--- src/rtl/act_check_unit_pkg.sv ---
// act_check_unit_pkg: ACT entry layout, opcodes, fault causes and check-FSM states
// shared by the access-check path.
package act_check_unit_pkg;
    localparam int CORE_BITS        = 2;
    localparam int CORE_COUNT       = 2 ** CORE_BITS;
    localparam int BLOCK_COUNT      = 16;
    localparam int BLOCK_COUNT_BITS = $clog2(BLOCK_COUNT);

    typedef enum logic [1:0] {MALLOC, DEALLOC, CHECK_ACCESS} act_op_t;
    typedef enum logic [1:0] {OK, OUT_OF_RANGE, INVALID, NO_PERM} fault_cause_t;
    typedef enum logic [2:0] {IDLE, REQ, ISSUE, CAPTURE, RESP} check_state_t;

    typedef struct packed {
        logic                  valid;
        logic [CORE_BITS-1:0]  owner;
        logic [CORE_COUNT-1:0] read_mask;
        logic [CORE_COUNT-1:0] write_mask;
    } entry_t;
endpackage

--- src/rtl/act_perm_eval.sv ---
// act_perm_eval: combinational entry/core/write to fault cause evaluator.
module act_perm_eval
    import act_check_unit_pkg::*;
(
    input  entry_t               entry_i,
    input  logic [CORE_BITS-1:0] core_i,
    input  logic                 write_i,
    output fault_cause_t         cause_o
);
    logic mask_hit;
    assign mask_hit = write_i ? entry_i.write_mask[core_i] : entry_i.read_mask[core_i];
    assign cause_o  = !entry_i.valid             ? INVALID :
                      (entry_i.owner == core_i)  ? OK      :
                      mask_hit                   ? OK      : NO_PERM;
endmodule

--- src/rtl/act_check_unit.sv ---
// act_check_unit: maps core access requests to ACT blocks, reads the entry through
// the check port under arbitration and returns a grant/deny response.
module act_check_unit
    import act_check_unit_pkg::*;
#(
    parameter int                    ADDR_WIDTH      = 32,
    parameter logic [ADDR_WIDTH-1:0] BASE_ADDR       = 32'h0000_1000,
    parameter int                    BLOCK_SIZE_BITS = 6,
    parameter int                    CORE_ID_BITS    = 2
) (
    input  logic                        clk,
    input  logic                        rst,
    input  logic                        req_valid,
    output logic                        req_ready,
    input  logic [ADDR_WIDTH-1:0]       req_addr,
    input  logic [CORE_ID_BITS-1:0]     req_core,
    input  logic                        req_write,
    output logic                        resp_valid,
    input  logic                        resp_ready,
    output logic                        resp_grant,
    output fault_cause_t                resp_cause,
    output logic                        act_req,
    input  logic                        act_gnt,
    output logic                        act_cs,
    output act_op_t                     act_op,
    output logic [BLOCK_COUNT_BITS-1:0] act_check_addr,
    input  entry_t                      act_check_rdata,
    input  logic                        act_bsy,
    output logic [15:0]                 fault_cnt
);
    check_state_t                state_q, state_d;
    logic [BLOCK_COUNT_BITS-1:0] idx_q, idx_d;
    logic [CORE_ID_BITS-1:0]     core_q, core_d;
    logic                        write_q, write_d;
    logic                        grant_q, grant_d;
    fault_cause_t                cause_q, cause_d;
    logic [15:0]                 fault_cnt_q, fault_cnt_d;
    logic                        bsy_prev_q, bsy_ok_q;
    logic [ADDR_WIDTH-1:0]       offset, shifted;
    logic                        oor;
    fault_cause_t                eval_cause;

    // Range test on the full shifted width so high offsets never alias onto a block.
    assign offset  = req_addr - BASE_ADDR;
    assign shifted = offset >> BLOCK_SIZE_BITS;
    assign oor     = (req_addr < BASE_ADDR) || (shifted >= ADDR_WIDTH'(BLOCK_COUNT));

    act_perm_eval u_eval (
        .entry_i (act_check_rdata),
        .core_i  (core_q),
        .write_i (write_q),
        .cause_o (eval_cause)
    );

    assign req_ready      = state_q == IDLE;
    assign resp_valid     = state_q == RESP;
    assign resp_grant     = grant_q;
    assign resp_cause     = cause_q;
    assign act_req        = (state_q == REQ) || (state_q == ISSUE) || (state_q == CAPTURE);
    assign act_cs         = state_q == ISSUE;
    assign act_op         = CHECK_ACCESS;
    assign act_check_addr = idx_q;
    assign fault_cnt      = fault_cnt_q;

    always_comb begin
        state_d     = state_q;
        idx_d       = idx_q;
        core_d      = core_q;
        write_d     = write_q;
        grant_d     = grant_q;
        cause_d     = cause_q;
        fault_cnt_d = fault_cnt_q;
        case (state_q)
            IDLE: if (req_valid) begin
                idx_d   = shifted[BLOCK_COUNT_BITS-1:0];
                core_d  = req_core;
                write_d = req_write;
                grant_d = 1'b0;
                cause_d = oor ? OUT_OF_RANGE : OK;
                state_d = oor ? RESP : REQ;
            end
            REQ:     state_d = (act_gnt && bsy_ok_q) ? ISSUE : REQ;
            ISSUE:   state_d = act_bsy ? REQ : CAPTURE;
            CAPTURE: begin
                state_d = act_bsy ? REQ : RESP;
                cause_d = act_bsy ? cause_q : eval_cause;
                grant_d = act_bsy ? grant_q : (eval_cause == OK);
            end
            RESP: if (resp_ready) begin
                state_d     = IDLE;
                fault_cnt_d = (!grant_q && fault_cnt_q != 16'hFFFF) ? fault_cnt_q + 16'd1 : fault_cnt_q;
            end
            default: state_d = IDLE;
        endcase
    end

    // bsy_ok needs two consecutive low samples; the memory ignores cs as bsy falls.
    always_ff @(posedge clk) begin
        if (rst) begin
            state_q     <= IDLE;
            idx_q       <= '0;
            core_q      <= '0;
            write_q     <= 1'b0;
            grant_q     <= 1'b0;
            cause_q     <= OK;
            fault_cnt_q <= '0;
            bsy_prev_q  <= 1'b1;
            bsy_ok_q    <= 1'b0;
        end else begin
            state_q     <= state_d;
            idx_q       <= idx_d;
            core_q      <= core_d;
            write_q     <= write_d;
            grant_q     <= grant_d;
            cause_q     <= cause_d;
            fault_cnt_q <= fault_cnt_d;
            bsy_prev_q  <= act_bsy;
            bsy_ok_q    <= !act_bsy && !bsy_prev_q;
        end
    end
endmodule

--- config.mk ---
export PLATFORM = sky130hd
export DESIGN_NAME = act_check_unit
export DESIGN_NICKNAME = d
export VERILOG_FILES = /design/src/rtl/act_check_unit_pkg.sv /design/src/rtl/act_perm_eval.sv /design/src/rtl/act_check_unit.sv
export SDC_FILE = /design/constraint.sdc
export NUM_CORES = 1
export LEC_CHECK = 0
export ABC_AREA = 0
export BUFFER_PORTS_ARGS = -buffer_cell sky130_fd_sc_hd__clkbuf_2
export CORE_MARGIN = 8
export CORE_UTILIZATION = 45
export CTS_CLUSTER_SIZE = 20
export DETAILED_ROUTE_END_ITERATION = 6
export PLACE_DENSITY = 0.8
export SETUP_SLACK_MARGIN = 0.02
export SLEW_MARGIN = 0
export SYNTH_ARGS = -nofsm -noshare
export SYNTH_HDL_FRONTEND = slang
export SYNTH_SLANG_ARGS = --single-unit
--- constraint.sdc ---
create_clock -name clk -period 1.9 [get_ports clk]
set_input_delay 0.38 -clock clk [delete_from_list [all_inputs] [get_ports clk]]
set_output_delay 0.38 -clock clk [all_outputs]
set_load 0.05 [all_outputs]
==> metrics.txt, run 1 <==
hpwl dp=approximately 3200 um; worst-margin pin slew=0.614 ns; worst rel slew slack=0.591; crit end category=output pin; Async S/R FF share, synth=0; Distinct cells, synth=39; post-route setup slack=0.0907 ns; gr ovfl total=0; antenna violations before repair=0; I/O pin count=81; Leak Pwr=0.900 nW; drt total wl=4050 um; post-layout min period=1.81 ns; proportion of layout cells with a drive suffix above 1=0.390; Synth Cell Area=between 1500 and 2000 um2; Top FF cell, synth=dfxtp_1; clock-pin transition on the worst setup and hold timing paths=0.10 ns; DRC=0; Yosys warnings=0; final hold violations=0; Post-DRT Antenna Nets=0; Final nets=319; commonest non-fill, non-tap cell in the layout=clkbuf_2; syn_area_per_cell=just over 8 um2; DIE HEIGHT=74.9 um; Filler Cell Count=335; Critical Path AT=1.43 ns; GPL Wtd Cong=0.757; CP Data Required Time=1.52 ns; first-pass GRT wire length=between 6000 and 7000 um; final worst-path cycle share=0.952; TritonCTS clock tree=yes; Root Driver=clkbuf_4; num rows=21; worst hold slack=0.253 ns; final instance area=2110 um2; cts repair resizes=0; Clock Latency Late Sink=around 0.33 ns; Max IR drop VDD=0.639 mV; largest net degree at the start of global routing=31; MaxCap Viol Count=0; sequential area share after synthesis=0.397; R2R Setup Slk=0.19 ns; Die W=74.9 um; endpoints failing setup=0; number of synthesized flops with an enable pin=0; diode count=0; Area Growth Syn to Fin=34.8%; drt wl/cell=12.9 um; Setup crit start kind=flop; TritonCTS Buffers=5; Pre-antenna DRT Iters=4; cells after synthesis=between 150 and 200; Post-CTS Setup Bufs=0; Net Count, Synth=242; buffer levels on the longest clock path=2; most frequent cells in the layout=clkbuf_2 (72), dfxtp_1 (26), nor2_1 (25); Vias=approximately 1600; vias in the first global route=1502; Crit Path Class=flop to output pin; unrepaired setup endpoints after global routing=false; DP Area=2020 um2; synthesized flop and latch total=31; H-tree levels=2; status=completed; f_max=roughly 550 MHz; Total Routing Usage GR=0.145; Core Area=3340 um2; PD cells=roughly 670 nW/um2; Clock Skew=0.00625 ns; CTS Hold Bufs=0; CTS Sinks=31; worst hold-check path type=input port to flop; vias per cell=4.95; Initial Util=0.468; Iter 0 DRT Violations=39; dpl ws=-0.0525 ns; Port Buffers=72; CP Max Fanout=7; Pins Over Slew Limit=0; full die area=5610 um2
Yosys cell counts (all sizes together), types with 5 or more instances:
cell / n / area (um2)
a21oi: 13 / 65.1
buf: 5 / 32.5
dfxtp: 31 / 621
inv: 5 / 18.8
nand2: 23 / 86.3
nand4: 6 / 37.5
nor2: 25 / 93.8
nor3: 11 / 55.1
nor3b: 6 / 56.3
nor4: 6 / 50.0
xnor2: 14 / 123
sequential cells by signal, summed over array words and instances, names as in the netlist:
register and cells:
write_q 1, resp_cause 2, resp_grant 1, fault_cnt 16
state_q 3, bsy_prev_q 1, core_q 2, act_check_addr 4
bsy_ok_q 1
worst max-delay path: stages, from the launching register on:
cell and delay, ns:
dfxtp_2 0.44, nor3b_4 0.31, clkbuf_2 0.34
report_power, final:
part | leakage (nW) | internal, mW | switching, mW
registers | 0.254 | 0.666 | 0.0127
clock network | 0.0482 | 0.311 | 0.228
logic | 0.598 | 0.0826 | 0.120
total | 0.900 | 1.06 | 0.361
cells by family (layout without fill, tap and decap cells):
family                     count (synthesis)  count (layout)  share of synthesized area
AOI/OAI and AO/OA                         25              25                     0.0985
xor gates and xnor gates                  16              16                     0.0897
adders and majority gates                  1               1                    0.00801
DFF                                       31              31                      0.397
muxes                                      4               4                     0.0336
buffers and inverters                     14              92                     0.0424
and+or+nand+nor                           96              96                      0.326
other                                      2               2                    0.00481
cell type report:
cell class / count / area, um2 / area share
tap: 46 / 57.6 / 0.0273
clock buffer: 6 / 51.3 / 0.0243
multi-input combinational: 144 / 905 / 0.429
clock inverter: 2 / 35.0 / 0.0166
timing repair buffer: 79 / 413 / 0.196
sequential: 31 / 627 / 0.298
inverter: 5 / 18.8 / 0.00891
per-stage QoR:
step                      power [mW]  cells   util  setup TNS (ns)
after global placement         0.893    305  0.606         -0.0775
after CTS                       1.44    313  0.631               0
after global routing            1.48    313  0.631               0
final                           1.42    313  0.631               0
after detailed placement       0.897    305  0.606         -0.0871
after floorplan                0.820    189      -               0
worst paths after layout:
kind,start,endpoint,cells past startpoint
setup / recovery,state_q[2]$_SDFFE_PP0P_,resp_valid,2
hold / removal,req_write,write_q$_SDFFE_PP0P_,3
setup reg to reg,state_q[2]$_SDFFE_PP0P_,fault_cnt[13]$_SDFFE_PP0P_,5
hold reg to reg,bsy_prev_q$_SDFF_PP1_,bsy_ok_q$_SDFF_PP0_,1
metal layers:
metal | vias up | share of wire | track usage
li1 | 811 | - | -
met1 | 696 | 0.41 | 0.159
met2 | 36 | 0.50 | 0.250
met3 | 7 | 0.078 | 0.0413
met4 | 0 | 0.016 | 0.0696
met5 | - | 0 | 0
(Power assumes the default switching activity.)
==> run 2: changes to the inputs <==
--- a/config.mk
+++ b/config.mk
@@ -8,10 +8,10 @@
 export ABC_AREA = 0
 export BUFFER_PORTS_ARGS = -buffer_cell sky130_fd_sc_hd__clkbuf_2
 export CORE_MARGIN = 8
-export CORE_UTILIZATION = 45
+export CORE_UTILIZATION = 48
 export CTS_CLUSTER_SIZE = 20
 export DETAILED_ROUTE_END_ITERATION = 6
-export PLACE_DENSITY = 0.8
+export PLACE_DENSITY = 0.84
 export SETUP_SLACK_MARGIN = 0.02
 export SLEW_MARGIN = 0
 export SYNTH_ARGS = -nofsm -noshare
==> constraint.sdc (replaced) <==
create_clock -name clk -period 2.1 [get_ports clk]
set_input_delay 0.42 -clock clk [delete_from_list [all_inputs] [get_ports clk]]
set_output_delay 0.42 -clock clk [all_outputs]
set_load 0.05 [all_outputs]
==> run 2 against run 1 <==
Compared with the run above:
- critical path depth is the same
- first-iteration DRC count grew 64%
- clock-buffer cell count grew 2
- clock power shrank 28%
- clock skew grew 0.00094 ns
- non-clock buffer count shrank 5
- sequential power shrank 9.3%
- worst setup slack gained 0.083 ns
- routed wire length shrank 1.1%
- combinational power shrank 13%
- critical endpoint unchanged
- largest power group unchanged
==> metrics.txt, run 2 (synthesis results as in run 1) <==
status=completed; Post-Layout Cell Count=306; MaxCap Viol Count=0; CTS Sinks=31; worst path cell trace=nor3b_4 > clkbuf_2; final worst-path cycle share=0.918; switching power=312 uW; Post-DRT Antenna Nets=0; post-layout min period=between 1.5 and 2 ns; Max IR drop VDD=0.381 mV; Logic pwr share=0.150; dpl ws=0.0494 ns; clock-pin transition on the worst setup and hold timing paths=about 0.090 ns; Core Area=around 3100 um2; most frequent cells in the layout=clkbuf_2 (72), dfxtp_1 (31), nor2_1 (25); Total Routing Usage GR=0.156; CP Max Fanout=7; Initial Util=0.508; final hold violations=0; commonest non-fill, non-tap cell in the layout=clkbuf_2; Post-CTS Setup Bufs=0; clock power share=0.330; CP Data Required Time=around 1.7 ns; antenna violations before repair=0; vias per cell=approximately 5; Port Buffers=72; vias in the first global route=around 1500; worst rel slew slack=0.604; Seq pwr share=0.521; Crit Path Class=flop to output pin; DRC=0; gr ovfl total=0; CTS Hold Bufs=0; Sw Ratio=0.264; Crit-path slowest cell=dfxtp_1; unrepaired setup endpoints after global routing=false; DIE HEIGHT=73.1 um; cts repair resizes=0; I/O pin count=around 80; GPL Wtd Cong=0.757; Iter 0 DRT Violations=64; Pre-antenna DRT Iters=4; worst-margin pin slew=0.593 ns; Final nets=approximately 310; first-pass GRT wire length=6600 um; TritonCTS Buffers=5; H-tree levels=2; CP Buf/Inv Count=1; diode count=0; Leak Pwr=~0.86 nW; CP delay by family, top=flip-flops; PD cells=~580 nW/um2; hpwl dp=3220 um; crit end category=output pin; dpl cells=298; post-layout util=0.658; post-route setup slack=between 0.15 and 0.2 ns; Die W=73.1 um; num rows=20; drt wl/cell=13.1 um; Root Driver=clkbuf_4; Clock Latency Late Sink=0.33 ns; Clock Skew=0.00719 ns; Pins Over Slew Limit=0; Pwr Total=1.18 mW; proportion of layout cells with a drive suffix above 1=0.344; Critical Path Max Stage Delay=0.52 ns; max reg flops=16; largest net degree at the start of global routing=31; endpoints failing setup=0; Internal=868 uW; Vias=roughly 1600; Setup crit start kind=flop; Area Growth Syn to Fin=29.6%; drt total wl=4000 um; TritonCTS clock tree=yes; f_max=519 MHz; Critical Path AT=1.51 ns; buffer levels on the longest clock path=2; worst hold-check path type=input port to flop; full die area=5340 um2
run 2: cell count changes in the layout (fill, tap and decap cells not counted):
cell,before,now
bufinv_16,1,0
dfxtp_2,5,0
dfxtp_1,26,31
clkbuf_8,1,2
buf_4,7,2
nor4_2,4,2
nor3b_2,1,0
clkinv_2,1,0
clkbuf_1,0,1
nor4_1,2,4
nor3b_1,4,5
run 2: per-layer routing:
| metal | part of all wire | track usage | vias to the layer above |
|---|---|---|---|
| met3 | 0.071 | 0.0495 | 6 |
| met2 | 0.50 | 0.290 | 37 |
| met5 | 0 | 0 | - |
| met4 | 0.013 | 0.0733 | 0 |
| li1 | - | - | 801 |
| met1 | 0.41 | 0.153 | 710 |
run 2: power by group through the flow:
stage / Sequential (mW) / Combinational [mW] / Clock [mW]
2_1_floorplan: 0.651 / 0.0894 / 0
3_3_place_gp: 0.628 / 0.173 / 0
3_5_place_dp: 0.629 / 0.178 / 0
4_1_cts: 0.615 / 0.178 / 0.405
5_1_grt: 0.617 / 0.192 / 0.425
6_report: 0.615 / 0.177 / 0.389
run 2: cell type report:
cell class,instances,area (um2)
Clock buffer,8,68.8
Fill cell,296,1050
Inverter,5,18.8
Multi-Input combinational cell,144,887
Sequential cell,31,621
Tap cell,44,55.1
Timing Repair Buffer,74,375
run 2: path summary, 6_finish.rpt:
check	start	endpoint	slack [ns]	cells past startpoint
worst max-delay path	state_q[2]$_SDFFE_PP0P_	resp_valid	0.17	2
worst min-delay path	req_addr[8]	act_check_addr[2]$_SDFFE_PP0P_	0.30	3
worst max register to register	core_q[0]$_SDFFE_PP0P_	resp_cause[0]$_SDFFE_PP0P_	0.30	4
worst min register to register	bsy_prev_q$_SDFF_PP1_	bsy_ok_q$_SDFF_PP0_	0.39	1
run 2: per-stage QoR:
step | hold slack (ns) | cell area, um2 | setup TNS, ns
detailed placement | 0.377 | 1960 | 0
finish | 0.299 | 2030 | 0
floorplan | 0.367 | 1570 | -0.00171
CTS | 0.289 | 2030 | 0
global placement | 0.375 | 1960 | 0
global route | 0.304 | 2030 | 0
run 2: worst reg2reg max path: cells and delay by family, from the launching register on:
kind	cells	cell delay, ns
muxes	1	0.54
AOI/OAI and AO/OA	2	0.56
DFF	1	0.47
and+or+nand+nor	1	0.17
==> run 3: changes to the inputs <==
--- a/config.mk
+++ b/config.mk
@@ -7,11 +7,11 @@
 export LEC_CHECK = 0
 export ABC_AREA = 0
 export BUFFER_PORTS_ARGS = -buffer_cell sky130_fd_sc_hd__clkbuf_2
-export CORE_MARGIN = 8
+export CORE_MARGIN = 2
 export CORE_UTILIZATION = 48
 export CTS_CLUSTER_SIZE = 20
 export DETAILED_ROUTE_END_ITERATION = 6
-export PLACE_DENSITY = 0.84
+export PLACE_DENSITY = 0.93
 export SETUP_SLACK_MARGIN = 0.02
 export SLEW_MARGIN = 0
 export SYNTH_ARGS = -nofsm -noshare
==> run 3 against run 2 <==
Compared with the run above:
- total power increased by 0.75%
- routed wire length is 8.5% lower
- largest power group unchanged
- critical path type unchanged
- first-iteration DRC count fell by 14%
- sequential share of layout area down 0.28 points
- critical path depth is the same
==> metrics.txt, run 3 (synthesis results as in run 1) <==
buffer levels on the longest clock path=2; worst path cell trace=nor3b_4 > clkbuf_2; CTS Sinks=31; Crit Path Class=flop to output pin; DIE HEIGHT=61.1 um; Critical Path Max Stage Delay=a little over 0.5 ns; CP delay by family, top=flip-flops; proportion of layout cells with a drive suffix above 1=0.352; Clock Skew=0.00442 ns; num rows=20; most frequent cells in the layout=clkbuf_2 (72), dfxtp_1 (31), nor2_1 (25); crit end category=output pin; max reg flops=16; Iter 0 DRT Violations=55; Final nets=316; largest net degree at the start of global routing=31; antenna violations before repair=0; Pwr Total=1.19 mW; Clock Latency Late Sink=roughly 0.32 ns; PD cells=582 nW/um2; Die W=61.1 um; Port Buffers=72; worst-margin pin slew=0.610 ns; status=completed; DP Area=1970 um2; Internal=~870 uW; CP Data Required Time=1.68 ns; diode count=0; CP Max Fanout=7; Max IR drop VDD=0.487 mV; gr ovfl total=0; Leak Pwr=0.868 nW; Sw Ratio=0.269; cts repair resizes=0; MaxCap Viol Count=0; Post-Layout Cell Count=308; endpoints failing setup=0; f_max=521 MHz; CTS Hold Bufs=0; vias per cell=5.19; clock-pin transition on the worst setup and hold timing paths=0.10 ns; final hold violations=0; Root Driver=clkbuf_4; post-layout min period=1.92 ns; H-tree levels=2; Post-DRT Antenna Nets=0; Setup crit start kind=flop; final worst-path cycle share=0.913; Vias=1597; unrepaired setup endpoints after global routing=false; first-pass GRT wire length=5730 um; Logic pwr share=0.152; Post-CTS Setup Bufs=0; worst hold-check path type=input port to flop; drt wl/cell=around 12 um; post-layout util=0.664; clock power share=0.333; commonest non-fill, non-tap cell in the layout=clkbuf_2; GPL Wtd Cong=0.738; I/O pin count=81; Pre-antenna DRT Iters=4; final instance area=roughly 2000 um2; CP Buf/Inv Count=1; Total Routing Usage GR=0.209; Critical Path AT=1.50 ns; worst rel slew slack=0.593; full die area=3730 um2; Seq pwr share=0.515; TritonCTS Buffers=5; Core Area=about 3100 um2; hpwl dp=2900 um; worst hold slack=0.309 ns; Crit-path slowest cell=dfxtp_1; Initial Util=0.508; DRC=0; TritonCTS clock tree=yes; vias in the first global route=roughly 1400; Pins Over Slew Limit=0; drt total wl=roughly 3700 um; dpl cells=300; Area Growth Syn to Fin=30.8%; switching power=320 uW
run 3: final timing paths:
kind,depth (start not counted),startpoint,slack [ns],end
setup / recovery,2,state_q[2]$_SDFFE_PP0P_,0.18,resp_valid
hold / removal,3,req_addr[6],0.31,act_check_addr[0]$_SDFFE_PP0P_
setup reg to reg,5,state_q[2]$_SDFFE_PP0P_,0.33,fault_cnt[15]$_SDFFE_PP0P_
hold reg to reg,1,bsy_prev_q$_SDFF_PP1_,0.39,bsy_ok_q$_SDFF_PP0_
run 3: metal layers:
layer  part of all wire  wire, um  global-route usage  up-vias
li1                   -         -                   -      803
met4              0.020        74              0.0839        0
met5                  0         0                   0        -
met3              0.064       236              0.0630       11
met1               0.41      1500               0.230      729
met2               0.51      1850               0.372       54
run 3: final cells by class:
class / count / area [um2]
Inverter: 5 / 18.8
Clock buffer: 7 / 65.1
Clock inverter: 1 / 7.51
Tap cell: 44 / 55.1
Fill cell: 303 / 1030
Sequential cell: 31 / 621
Multi-Input combinational cell: 144 / 887
Timing Repair Buffer: 76 / 390
run 3: metrics by stage:
| step | TNS [ns] | worst slack (ns) |
|---|---|---|
| global route | 0 | 0.116 |
| detailed placement | -0.0124 | -0.00949 |
| finish | 0 | 0.182 |
| global placement | 0 | 0.117 |
| floorplan | -0.00171 | -0.00171 |
| CTS | 0 | 0.192 |
run 3: worst reg2reg max path, cell delays in order, from the launching register on:
cell	delay, ns
dfxtp_1	0.51
nor3b_4	0.33
nand4_1	0.28
nor4_1	0.32
xnor2_1	0.16
nor2_1	0.05
run 3: power by group through the flow:
stage	Clock [mW]	Sequential [mW]	Combinational [mW]
2_1_floorplan	0	0.651	0.0894
3_3_place_gp	0	0.626	0.175
3_5_place_dp	0	0.627	0.180
4_1_cts	0.407	0.613	0.181
5_1_grt	0.438	0.615	0.197
6_report	0.396	0.613	0.181
